$ cat config.mk
export PLATFORM = sky130hd
export DESIGN_NAME = hazard_stall_ctrl
export DESIGN_NICKNAME = d
export VERILOG_FILES = /design/src/rtl/hazard_pkg.sv /design/src/rtl/load_use_detect.sv /design/src/rtl/hazard_stall_ctrl.sv
export SDC_FILE = /design/constraint.sdc
export NUM_CORES = 1
export LEC_CHECK = 0
export BUFFER_PORTS_ARGS = -buffer_cell sky130_fd_sc_hd__buf_4
export CAP_MARGIN = 15
export CORE_AREA = 2 2 39 41
export CTS_CLUSTER_SIZE = 25
export DETAILED_ROUTE_END_ITERATION = 16
export DIE_AREA = 0 0 41 43
export MAX_ROUTING_LAYER = met4
export PLACE_DENSITY_LB_ADDON = 0.25
export SLEW_MARGIN = 20
export SYNTH_ARGS = -nofsm -noshare
export SYNTH_HDL_FRONTEND = slang
export SYNTH_SLANG_ARGS = --single-unit
$ cat constraint.sdc
create_clock -name clk -period 2.8 [get_ports clk]
set_clock_uncertainty 0.15 [all_clocks]
set_input_delay 0.7 -clock clk [delete_from_list [all_inputs] [get_ports clk]]
set_output_delay 0.7 -clock clk [all_outputs]
set_load 0.01 [all_outputs]
$ cat src/rtl/hazard_pkg.sv
// Shared types and widths for the pipeline hazard/stall controller.
package hazard_pkg;

  localparam int REG_ADDR_W  = 5;
  localparam int STALL_CNT_W = 16;

  typedef enum logic {
    RUN      = 1'b0,
    MEM_WAIT = 1'b1
  } stateT;

endpackage

$ cat src/rtl/load_use_detect.sv
// Combinational load-use hazard comparator between the EX load and the ID consumer.
module load_use_detect
  import hazard_pkg::*;
(
  input  logic                  exMemRead,
  input  logic [REG_ADDR_W-1:0] exRt,
  input  logic [REG_ADDR_W-1:0] idRs,
  input  logic [REG_ADDR_W-1:0] idRt,
  input  logic                  idMemWrite,
  output logic                  loadUse
);

  logic rsMatch;
  logic rtMatch;

  assign rsMatch = (exRt == idRs);
  // A store's data operand is forwarded WB->MEM, so it never needs a bubble.
  assign rtMatch = (exRt == idRt) && !idMemWrite;

  assign loadUse = exMemRead && (exRt != '0) && (rsMatch || rtMatch);

endmodule

$ cat src/rtl/hazard_stall_ctrl.sv
// Pipeline hazard controller: memory-wait freeze, load-use bubble, branch flush.
// Optional saturating stall counter enabled by HAZARD_STALL_CNT_EN.
module hazard_stall_ctrl
  import hazard_pkg::*;
(
  input  logic                  clk,
  input  logic                  reset,
  input  logic                  ID_EX_MemRead,
  input  logic [REG_ADDR_W-1:0] ID_EX_RegisterRt,
  input  logic [REG_ADDR_W-1:0] IF_ID_RegisterRs,
  input  logic [REG_ADDR_W-1:0] IF_ID_RegisterRt,
  input  logic                  IF_ID_MemWrite,
  input  logic                  ID_BranchTaken,
  input  logic                  EX_MEM_MemAccess,
  input  logic                  mem_ready,
  output logic                  PCWrite,
  output logic                  IF_ID_Write,
  output logic                  ID_EX_Bubble,
  output logic                  IF_ID_Flush,
  output logic                  Pipe_Freeze
`ifdef HAZARD_STALL_CNT_EN
  ,
  output logic [STALL_CNT_W-1:0] stall_count
`endif
);

  stateT stateReg;
  stateT stateNext;
  logic  loadUse;
  logic  memStall;

  load_use_detect uLoadUse (
    .exMemRead  (ID_EX_MemRead),
    .exRt       (ID_EX_RegisterRt),
    .idRs       (IF_ID_RegisterRs),
    .idRt       (IF_ID_RegisterRt),
    .idMemWrite (IF_ID_MemWrite),
    .loadUse    (loadUse)
  );

  assign memStall = EX_MEM_MemAccess && !mem_ready;

  always_comb begin
    stateNext    = stateReg;
    PCWrite      = 1'b1;
    IF_ID_Write  = 1'b1;
    ID_EX_Bubble = 1'b0;
    IF_ID_Flush  = 1'b0;
    Pipe_Freeze  = 1'b0;
    // While in reset the outputs stay at their run-through values.
    if (!reset) begin
      case (stateReg)
        RUN: begin
          if (memStall) begin
            Pipe_Freeze = 1'b1;
            PCWrite     = 1'b0;
            IF_ID_Write = 1'b0;
            stateNext   = MEM_WAIT;
          end else if (loadUse) begin
            PCWrite      = 1'b0;
            IF_ID_Write  = 1'b0;
            ID_EX_Bubble = 1'b1;
          end else if (ID_BranchTaken) begin
            IF_ID_Flush = 1'b1;
          end
        end
        MEM_WAIT: begin
          if (!mem_ready) begin
            Pipe_Freeze = 1'b1;
            PCWrite     = 1'b0;
            IF_ID_Write = 1'b0;
          end else begin
            stateNext = RUN;
          end
        end
        default: stateNext = RUN;
      endcase
    end
  end

  always_ff @(posedge clk) begin
    if (reset) begin
      stateReg <= RUN;
    end else begin
      stateReg <= stateNext;
    end
  end

`ifdef HAZARD_STALL_CNT_EN
  logic [STALL_CNT_W-1:0] stallCountReg;

  always_ff @(posedge clk) begin
    if (reset) begin
      stallCountReg <= '0;
    end else if (!PCWrite && (stallCountReg != {STALL_CNT_W{1'b1}})) begin
      stallCountReg <= stallCountReg + 1'b1;
    end
  end

  assign stall_count = stallCountReg;
`endif

endmodule
Word-level counts from Yosys, hierarchy flattened
Index checks and enable logic that the tools add are counted.
{"block": "word_totals", "ff_bits": 1, "inputBits": 22, "out_inout_bits": 5, "wordCells": 30}
{"block": "op_classes", "n_eq_ne": 2, "n_mux": 18, "bitwise": 1, "n_reduce_logical": 8}
{"op": "$mux 1", "count": 16}
{"op": "$eq 5x5->1", "count": 2}
{"op": "$reduce_bool 5->1", "count": 1}
{"op": "$logic_and 1x1->1", "count": 4}
{"op": "$pmux 1 s2", "count": 2}
{"op": "$logic_not 1->1", "count": 2}
{"op": "$logic_or 1x1->1", "count": 1}
{"op": "$not 1->1", "count": 1}

Logic depth before layout (Yosys ltp)
Gate-level depths: netlist of run 1.
{"block": "logic_depth", "depth_word": 8, "ltp_mapped": 5}

Hierarchy
Synthesis of run 1 repeated with hierarchy kept, for this count alone.
{"block": "hier_totals", "hier_cells": 27, "area_unflattened_um2": 209.0}
{"module": "load_use_detect", "instances": 1, "cells_each": 17, "area_each_um2": 127.6, "seq_area_each_um2": 0.0}
{"module": "hazard_stall_ctrl", "instances": 1, "cells_each": 10, "area_each_um2": 81.3, "seq_area_each_um2": 20.0}

Worst setup path after synthesis of run 1
No wires, ideal clock.
{"block": "synth_timing", "path_kind": "in2out", "start": "input port ID_EX_RegisterRt[1]", "end": "output port PCWrite", "t_arrival_ps": 1873, "t_required_ps": 1950, "setup_slack_ps": 77, "path_stages": 5, "path_buffers": 1, "path_cell_list": "or4_1 -> o21ai_1 -> inv_1 -> a31oi_1 -> buf_4"}
{"block": "synth_via", "elab_chain_len": 8}
{"element": "start: declaration", "line": "hazard_stall_ctrl.sv:9", "source": "input logic [REG_ADDR_W-1:0] ID_EX_RegisterRt,"}
{"element": "$eq 5x5->1", "line": "load_use_detect.sv:18", "source": "assign rtMatch = (exRt == idRt) && !idMemWrite;"}
{"element": "$logic_and 1x1->1", "line": "load_use_detect.sv:18"}
{"element": "$logic_or 1x1->1", "line": "load_use_detect.sv:20", "source": "assign loadUse = exMemRead && (exRt != '0) && (rsMatch || rtMatch);"}
{"element": "$logic_and 1x1->1 (*)", "line": "load_use_detect.sv:20"}
{"element": "$mux 1 (*) (2 in a row)"}
{"element": "$pmux 1 s2 (*)"}
{"element": "$mux 1 (*)"}
{"element": "end: declaration", "line": "hazard_stall_ctrl.sv:16", "source": "output logic PCWrite,"}
Every way passes the cells marked *; elsewhere a longest branch is shown, timed or not.

Worst setup path after layout of run 1
{"block": "layout_timing", "start": "input port ID_EX_RegisterRt[4]", "end": "output port IF_ID_Write"}
{"block": "layout_via", "elab_chain_len": 8}
{"element": "$eq 5x5->1", "line": "load_use_detect.sv:18"}
{"element": "$logic_and 1x1->1", "line": "load_use_detect.sv:18"}
{"element": "$logic_or 1x1->1", "line": "load_use_detect.sv:20"}
{"element": "$logic_and 1x1->1 (*)", "line": "load_use_detect.sv:20"}
{"element": "$mux 1 (*)", "line": "hazard_stall_ctrl.sv:59", "source": "end else if (loadUse) begin"}
{"element": "$mux 1 (*)", "line": "hazard_stall_ctrl.sv:54", "source": "if (memStall) begin"}
{"element": "$pmux 1 s2 (*)", "line": "hazard_stall_ctrl.sv:52", "source": "case (stateReg)"}
{"element": "$mux 1 (*)", "line": "hazard_stall_ctrl.sv:51", "source": "if (!reset) begin"}
{"element": "end: declaration", "line": "hazard_stall_ctrl.sv:17", "source": "output logic IF_ID_Write,"}
Marks and branches as above.

==> results.json, run 1 <==
{
  "clk_latency_ns": 0,
  "worstSetupStartpointType": "input pin",
  "top_usage_layer": "met2",
  "hold_class": "flop to flop",
  "io_buffers": 26,
  "irDropWorstVdd_v": 0.00005206,
  "wl_per_cell_um": 8.826,
  "cap_violations": 0,
  "crit_required_ns": 1.95,
  "grt_util_met2_pct": 11.88,
  "postRouteAntennaNets": 0,
  "swShare_pct": 29.74,
  "min_period_ns": 2.721,
  "hold_buffers": 0,
  "power.density_nw_per_um2": 172.3,
  "grt_pass1_wl_um": 883,
  "syn_avg_cell_area_um2": 7.194,
  "async_reset_ff_share_pct": 0,
  "min_period_over_period_pct": 97.19,
  "synth_edf_count": 0,
  "whs_path_depth": 2,
  "n_antenna_cell": 0,
  "via_per_inst": 4.014,
  "overflow": 0,
  "mostFrequentLayoutCell": "buf_4",
  "pwr-share-comb_pct": 79.2,
  "syn-num-nets": 50,
  "grtUsageMet3_pct": 0,
  "status": "finished clean",
  "ys_seq_area_share_pct": 9.938,
  "die_y_um": 43,
  "critPathArrivalTime_ns": 1.87,
  "cts_resized": 0,
  "cts_setup_buffers": 0,
  "met1_usage_pct": 9.177,
  "rr_worst_depth": 2,
  "grt_start_max_net_pins": 4,
  "totalPowerFinal_uw": 76.08,
  "top_register": "stateReg",
  "drtIter0Drc": 3,
  "yosysUniqueCellTypes": 17,
  "synth_top_area_share_pct": 39.13,
  "syn_inst": 28,
  "ys.flop_type": "dfxtp_1",
  "top_regs": "stateReg (1)",
  "p_leak_uw": 0.0001976,
  "endpoint_kind": "output port",
  "drt_pass1_iterations": 2,
  "switching_power_uw": 22.63,
  "layout_setup_ws_ns": 0.07881,
  "drc_errors": 0,
  "finalHoldViolations": 0,
  "fin_nets": 77,
  "largest_register_ff_count": 1,
  "synth_top_area_cell": "xnor2_1",
  "synth_seq_cells": 1,
  "track_usage_pct": 6.858,
  "layout-drive-gt1-share_pct": 58.49,
  "fmax_mhz": 367.5,
  "area_delta_synth_final_pct": 119.3,
  "clk_pin_slew_worst_paths_ns": 0,
  "max-slew-margin-rel_pct": 76.02,
  "fin_util_pct": 31.92,
  "intPower_uw": 53.46,
  "p_clk_share_pct": 0,
  "place_congestion": 0.5784,
  "rsz0062_at_grt": "false",
  "mostFrequentLayoutCells": "24 x buf_4, 9 x xnor2_1, 2 x nand2_1, 2 x a21oi_1",
  "syn_area_um2": 201.4,
  "first_global_vias": 255,
  "setup_viol": 0,
  "initial_core_util_pct": 14.56,
  "coreArea_um2": 1384,
  "tns_ns": 0,
  "power_frac_seq_pct": 20.8,
  "ys.warnings.count": 0,
  "crit_fanout": 3,
  "dieArea_um2": 1763,
  "grt_antenna_before_repair": 0,
  "ioPinCount": 27,
  "finalWirelength_um": 609,
  "ys_top_cells_by_area": "xnor2_1 39%, dfxtp_1 9.9%, a21oi_1 5.0%, o32ai_1 4.3%, xor2_1 4.3%",
  "rows": 14,
  "vias": 277,
  "critPathKind": "input pin to output port",
  "die_w_um": 41,
  "slew_viol_final": 0,
  "max_slew.worst_pin.slew_ns": 0.3570,
  "place_ws_ns": 0.007710
}
-- worst max-delay path, stage by stage --
cell and delay [ns]:
buf_8 0.10, or4_4 0.52, o21ai_2 0.15, inv_2 0.05, a31oi_2 0.19, buf_4 0.15
-- cell type report --
type	instances	area, um^2
Timing Repair Buffer	26	206.4
Tap cell	16	20.02
Multi-Input combinational cell	24	187.7
Inverter	2	7.507
Fill cell	155	942.2
Sequential cell	1	20.02
-- cells in the mapped netlist (2+ instances only) --
library cell / n
nand2_1: 2
a21oi_1: 2
xnor2_1: 9
inv_1: 2
-- layer usage --
| layer | wire [um] | vias up | part of all wire (%) |
|---|---|---|---|
| met4 | 0 | 0 | 0 |
| met5 | 0 | - | 0 |
| met3 | 114 | 0 | 19 |
| li1 | - | 148 | - |
| met2 | 241 | 25 | 40 |
| met1 | 254 | 104 | 42 |
-- worst paths after layout --
| check | from | endpoint | slack, ns |
|---|---|---|---|
| setup reg to reg | stateReg$_DFF_P_ | stateReg$_DFF_P_ | 1.83 |
| hold reg to reg | stateReg$_DFF_P_ | stateReg$_DFF_P_ | 0.40 |
| hold / removal | stateReg$_DFF_P_ | stateReg$_DFF_P_ | 0.40 |
| setup / recovery | ID_EX_RegisterRt[4] | IF_ID_Write | 0.08 |
-- power by group through the flow --
stage / registers [uW] / logic, uW / clock network (uW)
2_1_floorplan: 15.6 / 22.7 / 0
3_3_place_gp: 15.7 / 55.9 / 0
3_5_place_dp: 15.7 / 56.0 / 0
4_1_cts: 15.8 / 56.0 / 0
5_1_grt: 15.9 / 66.4 / 0
6_report: 15.8 / 60.2 / 0
-- per-stage QoR --
stage	area [um^2]	hold WS, ns	cells
detailed placement	409.1	0.3899	69
global route	441.7	0.4350	69
finish	441.7	0.4027	69
CTS	409.1	0.3940	69
global placement	409.1	0.3844	69
floorplan	201.4	0.3957	28
-- cell families after synthesis --
kind of cell,after synthesis,synth area share (%)
xor+xnor,10,43.48
simple gates,8,20.50
compound gates,6,18.64
buf+inv,3,7.456
flops,1,9.938
Power figures use the tool's default switching activity.
==> run 2, diff against run 1 <==
--- a/config.mk
+++ b/config.mk
@@ -12,7 +12,8 @@
 export DETAILED_ROUTE_END_ITERATION = 16
 export DIE_AREA = 0 0 41 43
 export MAX_ROUTING_LAYER = met4
-export PLACE_DENSITY_LB_ADDON = 0.25
+export PLACE_DENSITY = 0.47
+export RECOVER_POWER = 50
 export SLEW_MARGIN = 20
 export SYNTH_ARGS = -nofsm -noshare
 export SYNTH_HDL_FRONTEND = slang
==> run 2 against run 1 <==
Net effect:
- worst hold slack lost 0.0078 ns
- maximum frequency fell by 1.1%
- highest routed layer unchanged
- die area stayed put
- critical path depth unchanged
- setup slack worse by 0.030 ns
- critical path type unchanged
- flip-flop and latch count stayed put
- total power is 2.6% lower
- wire length grew 8.2%
- combinational power down 3%
- global-route usage grew 1.3 points
==> results.json, run 2 (synthesized netlist as in run 1, its figures left out) <==
{
  "slew_viol_final": 0,
  "n_antenna_cell": 0,
  "die_y_um": 43,
  "finalHoldViolations": 0,
  "fin_nets": 77,
  "rsz0062_at_grt": "false",
  "fillers": 170,
  "cap_violations": 0,
  "crit_family": "simple AND/OR/NAND/NOR gates",
  "hold_ws_ns": 0.3949,
  "drc_errors": 0,
  "critPathKind": "input pin to output port",
  "critPathArrivalTime_ns": 1.90,
  "postRouteAntennaNets": 0,
  "status": "finished clean",
  "cp_common_cell": "buf_4",
  "cp_num_buf_inv": 3,
  "worstSetupStartpointType": "input pin",
  "finalWirelength_um": 659,
  "crit_required_ns": 1.95,
  "initial_core_util_pct": 14.56,
  "path_cells": "buf_4 > or4_4 > o21ai_2 > inv_2 > a31oi_2 > buf_4",
  "area_delta_synth_final_pct": 109.9,
  "top_regs": "stateReg (1)",
  "r2r_slack_ns": 1.84,
  "first_global_vias": 306,
  "regArea_um2": 20.02,
  "track_usage_pct": 8.197,
  "rows": 14,
  "max_slew.worst_pin.slew_ns": 0.3666,
  "drtIter0Drc": 0,
  "max_stage_delay_ns": 0.53,
  "overflow": 0,
  "fin_cells": 69,
  "fmax_mhz": 363.5,
  "die_w_um": 41,
  "layout-drive-gt1-share_pct": 54.72,
  "mostFrequentLayoutCells": "24 x buf_4, 9 x xnor2_1, 2 x nand2_1, 2 x a21oi_1, 2 x clkbuf_1",
  "min_period_ns": 2.751,
  "cts_setup_buffers": 0,
  "clk_latency_ns": 0,
  "switching_power_uw": 23.22,
  "tns_ns": 0,
  "endpoint_kind": "output port",
  "power.density_nw_per_um2": 175.2,
  "multi_input_area_um2": 187.7,
  "min_period_over_period_pct": 98.25,
  "p_clk_share_pct": 0,
  "coreArea_um2": 1384,
  "ioPinCount": 27,
  "wl_per_cell_um": 9.551,
  "vias": 291,
  "dieArea_um2": 1763,
  "fin_util_pct": 30.56,
  "drt_pass1_iterations": 1,
  "io_buffers": 26,
  "via_per_inst": 4.217,
  "max-slew-margin-rel_pct": 75.38,
  "top_register": "stateReg",
  "swShare_pct": 31.34,
  "grt_start_max_net_pins": 4,
  "crit_fanout": 3,
  "slowest_stage": "or4_4",
  "intPower_uw": 50.87,
  "p_leak_uw": 0.0001860,
  "power_frac_seq_pct": 21.2,
  "grt_pass1_wl_mm": 1.048,
  "setup_viol": 0,
  "largest_register_ff_count": 1,
  "pwr-share-comb_pct": 78.8,
  "irDropWorstVdd_v": 0.00005732,
  "place_congestion": 0.6363,
  "hold_class": "flop to flop",
  "mostFrequentLayoutCell": "buf_4",
  "clk_pin_slew_worst_paths_ns": 0,
  "grt_antenna_before_repair": 0,
  "dp.cells": 69,
  "hold_buffers": 0
}
-- run 2: cell count changes in the layout (fill, tap and decap cells not counted) --
cell	change
clkbuf_1	+2
buf_8	-1
buf_6	-1
-- run 2: routing by layer --
layer	up-vias	global-route usage [%]	wire [um]
met5	-	-	0
met4	0	0	0
met3	0	1.571	115
met2	23	14.37	329
met1	120	9.841	213
li1	148	-	-
-- run 2: worst paths after layout --
| kind | from | to | cells past startpoint |
|---|---|---|---|
| worst max-delay path | ID_EX_RegisterRt[1] | PCWrite | 6 |
| worst max register to register | stateReg$_DFF_P_ | stateReg$_DFF_P_ | 2 |
| worst min register to register | stateReg$_DFF_P_ | stateReg$_DFF_P_ | 2 |
| worst min-delay path | stateReg$_DFF_P_ | stateReg$_DFF_P_ | 2 |
-- run 2: cell type report --
class	instances	area share [%]
inverters	2	1.775
multi-input cells	24	44.38
flip-flops and latches	1	4.734
well taps	16	4.734
repair buffers	26	44.38
-- run 2: stage by stage --
stage	total power [uW]	area (um^2)	setup WS [ns]
after floorplan	38.34	201.4	0.07650
after global placement	71.92	409.1	0.02915
after detailed placement	72.36	409.1	0.001424
after CTS	72.45	409.1	0.001402
after global routing	79.67	422.9	0.01273
final	74.09	422.9	0.04886
-- run 2: timing repair --
item / 4_1_cts / 5_1_grt
endpoints found under the hold margin: 0 / 0
resized for setup: 0 / 5
endpoints found under the setup margin: 0 / 3
-- run 2: worst reg2reg max path: cells and delay by family (launching register included) --
family | cells | cell delay [ns]
flip-flops | 1 | 0.32
AND/OR/NAND/NOR | 2 | 0.34
-- run 2: power by group through the flow --
stage / clock, uW / sequential [uW] / combinational, uW
floorplan: 0 / 15.6 / 22.7
global placement: 0 / 15.7 / 56.2
detailed placement: 0 / 15.8 / 56.6
CTS: 0 / 15.7 / 56.7
global route: 0 / 15.8 / 63.9
finish: 0 / 15.7 / 58.4
==> run 3, diff against run 2 <==
--- a/config.mk
+++ b/config.mk
@@ -12,9 +12,10 @@
 export DETAILED_ROUTE_END_ITERATION = 16
 export DIE_AREA = 0 0 41 43
 export MAX_ROUTING_LAYER = met4
-export PLACE_DENSITY = 0.47
+export PLACE_DENSITY = 0.48
 export RECOVER_POWER = 50
 export SLEW_MARGIN = 20
 export SYNTH_ARGS = -nofsm -noshare
 export SYNTH_HDL_FRONTEND = slang
+export SYNTH_HIERARCHICAL = 1
 export SYNTH_SLANG_ARGS = --single-unit
==> run 3 against run 2 <==
Net effect:
- the flow now finishes with violations (setup timing)
- synthesized area up 3.7%
- flip-flop and latch count unchanged
- cell count unchanged
- first-iteration DRC count up 1
- cell area up 24%
- combinational power up 18%
- die area unchanged
- critical path type unchanged
- sequential power about the same
- worst hold slack better by 0.055 ns
==> results.json, run 3 <==
{
  "path_cells": "buf_6 > xnor2_2 > nand4_1 > or3_4 > a21oi_4 > or3b_1 > o31a_1 > buf_6",
  "postRouteAntennaNets": 0,
  "syn_avg_cell_area_um2": 7.739,
  "hold_buffers": 0,
  "syn-num-nets": 49,
  "rows": 14,
  "place_congestion": 0.6240,
  "dieArea_um2": 1763,
  "crit_required_ns": 1.95,
  "die_y_um": 43,
  "synth_top_area_cell": "xnor2_1",
  "wl_per_cell_um": 10.00,
  "async_reset_ff_share_pct": 0,
  "slew_viol_final": 0,
  "syn_inst": 27,
  "fillers": 138,
  "finalHoldViolations": 0,
  "hold_class": "flop to flop",
  "drc_errors": 0,
  "p_leak_uw": 0.0002304,
  "synth_seq_cells": 1,
  "area_delta_synth_final_pct": 151.5,
  "finalWirelength_um": 690,
  "via_per_inst": 4.348,
  "max_stage_delay_ns": 0.39,
  "largest_register_ff_count": 1,
  "top_regs": "stateReg (1)",
  "worstSetupStartpointType": "input pin",
  "drt_pass1_iterations": 2,
  "syn_area_um2": 209.0,
  "status": "finished, violations left",
  "max-slew-margin-rel_pct": 83.20,
  "yosysMostFrequentCell": "xnor2_1",
  "critPathArrivalTime_ns": 2.21,
  "grt_pass1_wl_mm": 1.145,
  "clk_latency_ns": 0,
  "fmax_mhz": 326.8,
  "ys.warnings.count": 6,
  "first_global_vias": 307,
  "ys_top_cells_by_area": "xnor2_1 25%, xor2_1 17%, dfxtp_1 9.6%, nor3_1 4.8%, nor4b_1 4.2%",
  "fin_nets": 77,
  "rsz0062_at_grt": "true",
  "slowest_stage": "or3_4",
  "synth_edf_count": 0,
  "mostFrequentLayoutCells": "17 x buf_4, 8 x buf_6, 4 x xor2_1, 4 x xnor2_2",
  "vias": 300,
  "cts_setup_buffers": 0,
  "ys_seq_area_share_pct": 9.581,
  "ys.flop_type": "dfxtp_1",
  "synth_top_area_share_pct": 25.15,
  "track_usage_pct": 9.044,
  "coreArea_um2": 1384,
  "crit_fanout": 3,
  "top_register": "stateReg",
  "initial_core_util_pct": 15.10,
  "yosysUniqueCellTypes": 18,
  "cp_num_buf_inv": 2,
  "io_buffers": 26,
  "die_w_um": 41,
  "cap_violations": 0,
  "layout-drive-gt1-share_pct": 66.04,
  "drtIter0Drc": 1,
  "cp_common_cell": "buf_6",
  "ioPinCount": 27,
  "setup_viol": 3,
  "critPathKind": "input pin to output port",
  "overflow": 0,
  "irDropWorstVdd_v": 0.00007040,
  "mostFrequentLayoutCell": "buf_4",
  "totalPowerFinal_uw": 84.78,
  "violations": "setup timing",
  "synthTopCellsByCount": "6 x xnor2_1, 4 x xor2_1, 2 x nor3_1",
  "grt_antenna_before_repair": 0,
  "fin_cells": 69,
  "dp.cells": 69,
  "dp_hpwl_um": 586,
  "clk_pin_slew_worst_paths_ns": 0,
  "min_period_over_period_pct": 109.3,
  "n_antenna_cell": 0,
  "crit_family": "simple AND/OR/NAND/NOR gates",
  "layout_setup_ws_ns": -0.2599,
  "min_period_ns": 3.060,
  "max_slew.worst_pin.slew_ns": 0.2497,
  "grt_start_max_net_pins": 6,
  "endpoint_kind": "output port",
  "power.density_nw_per_um2": 161.3
}
-- run 3: cell count changes after synthesis, moves of 2 or more --
cell,change
xnor2_1,-3
inv_1,-2
nand2_1,-2
xor2_1,+3
-- run 3: power by group --
part	switching (uW)	total, uW	internal, uW
clock	0	0	0
sequential	0.773	16.0	15.3
combinational	23.5	68.8	45.3
-- run 3: logic make-up after synthesis --
logic type	after synthesis	share of synthesized area (%)
AND/OR/NAND/NOR	12	35.94
XOR/XNOR	10	41.91
AO/OA/AOI/OAI	3	8.978
flip-flops	1	9.581
buffers and inverters	1	3.594
-- run 3: final timing paths --
check | slack (ns) | endpoint | cells after the start | from
worst max-delay path | -0.26 | IF_ID_Write | 8 | IF_ID_RegisterRt[3]
worst min-delay path | 0.45 | stateReg$_DFF_P_ | 2 | stateReg$_DFF_P_
worst max register to register | 1.93 | stateReg$_DFF_P_ | 2 | stateReg$_DFF_P_
worst min register to register | 0.45 | stateReg$_DFF_P_ | 2 | stateReg$_DFF_P_
-- run 3: per-stage QoR --
| stage | instance area (um^2) | hold WS, ns | util (%) | TNS [ns] | setup WS, ns |
|---|---|---|---|---|---|
| 2_1_floorplan | 212.7 | 0.4408 | - | -0.09461 | -0.09461 |
| 3_3_place_gp | 427.9 | 0.4359 | 30.92 | -0.8436 | -0.2921 |
| 3_5_place_dp | 427.9 | 0.4366 | 30.92 | -0.8819 | -0.3061 |
| 4_1_cts | 479.2 | 0.4500 | 34.63 | -0.7273 | -0.2930 |
| 5_1_grt | 525.5 | 0.4911 | 37.97 | -0.9127 | -0.3181 |
| 6_report | 525.5 | 0.4504 | 37.97 | -0.6106 | -0.2599 |
-- run 3: cell type report --
type / instances / area, um^2 / area share [%]
timing repair buffer: 27 / 247.7 / 47.14
multi-input combinational: 25 / 237.7 / 45.24
sequential: 1 / 20.02 / 3.810
tap: 16 / 20.02 / 3.810
-- run 3: routing by layer --
layer / track usage (%) / share of wire [%]
met5: - / 0
met3: 0.5236 / 10
met4: 0 / 0
met1: 10.90 / 30
met2: 16.56 / 59
-- run 3: timing repair --
| item | CTS | global route |
|---|---|---|
| gates cloned | 0 | 0 |
| endpoints found under the setup margin | 4 | 4 |
| resized for setup | 11 | 10 |
| pin swaps | 7 | 4 |
-- run 3: worst register-to-register path: stages (launching register included) --
cell and delay (ns):
dfxtp_1 0.36, nor2_1 0.08, nor3_1 0.18
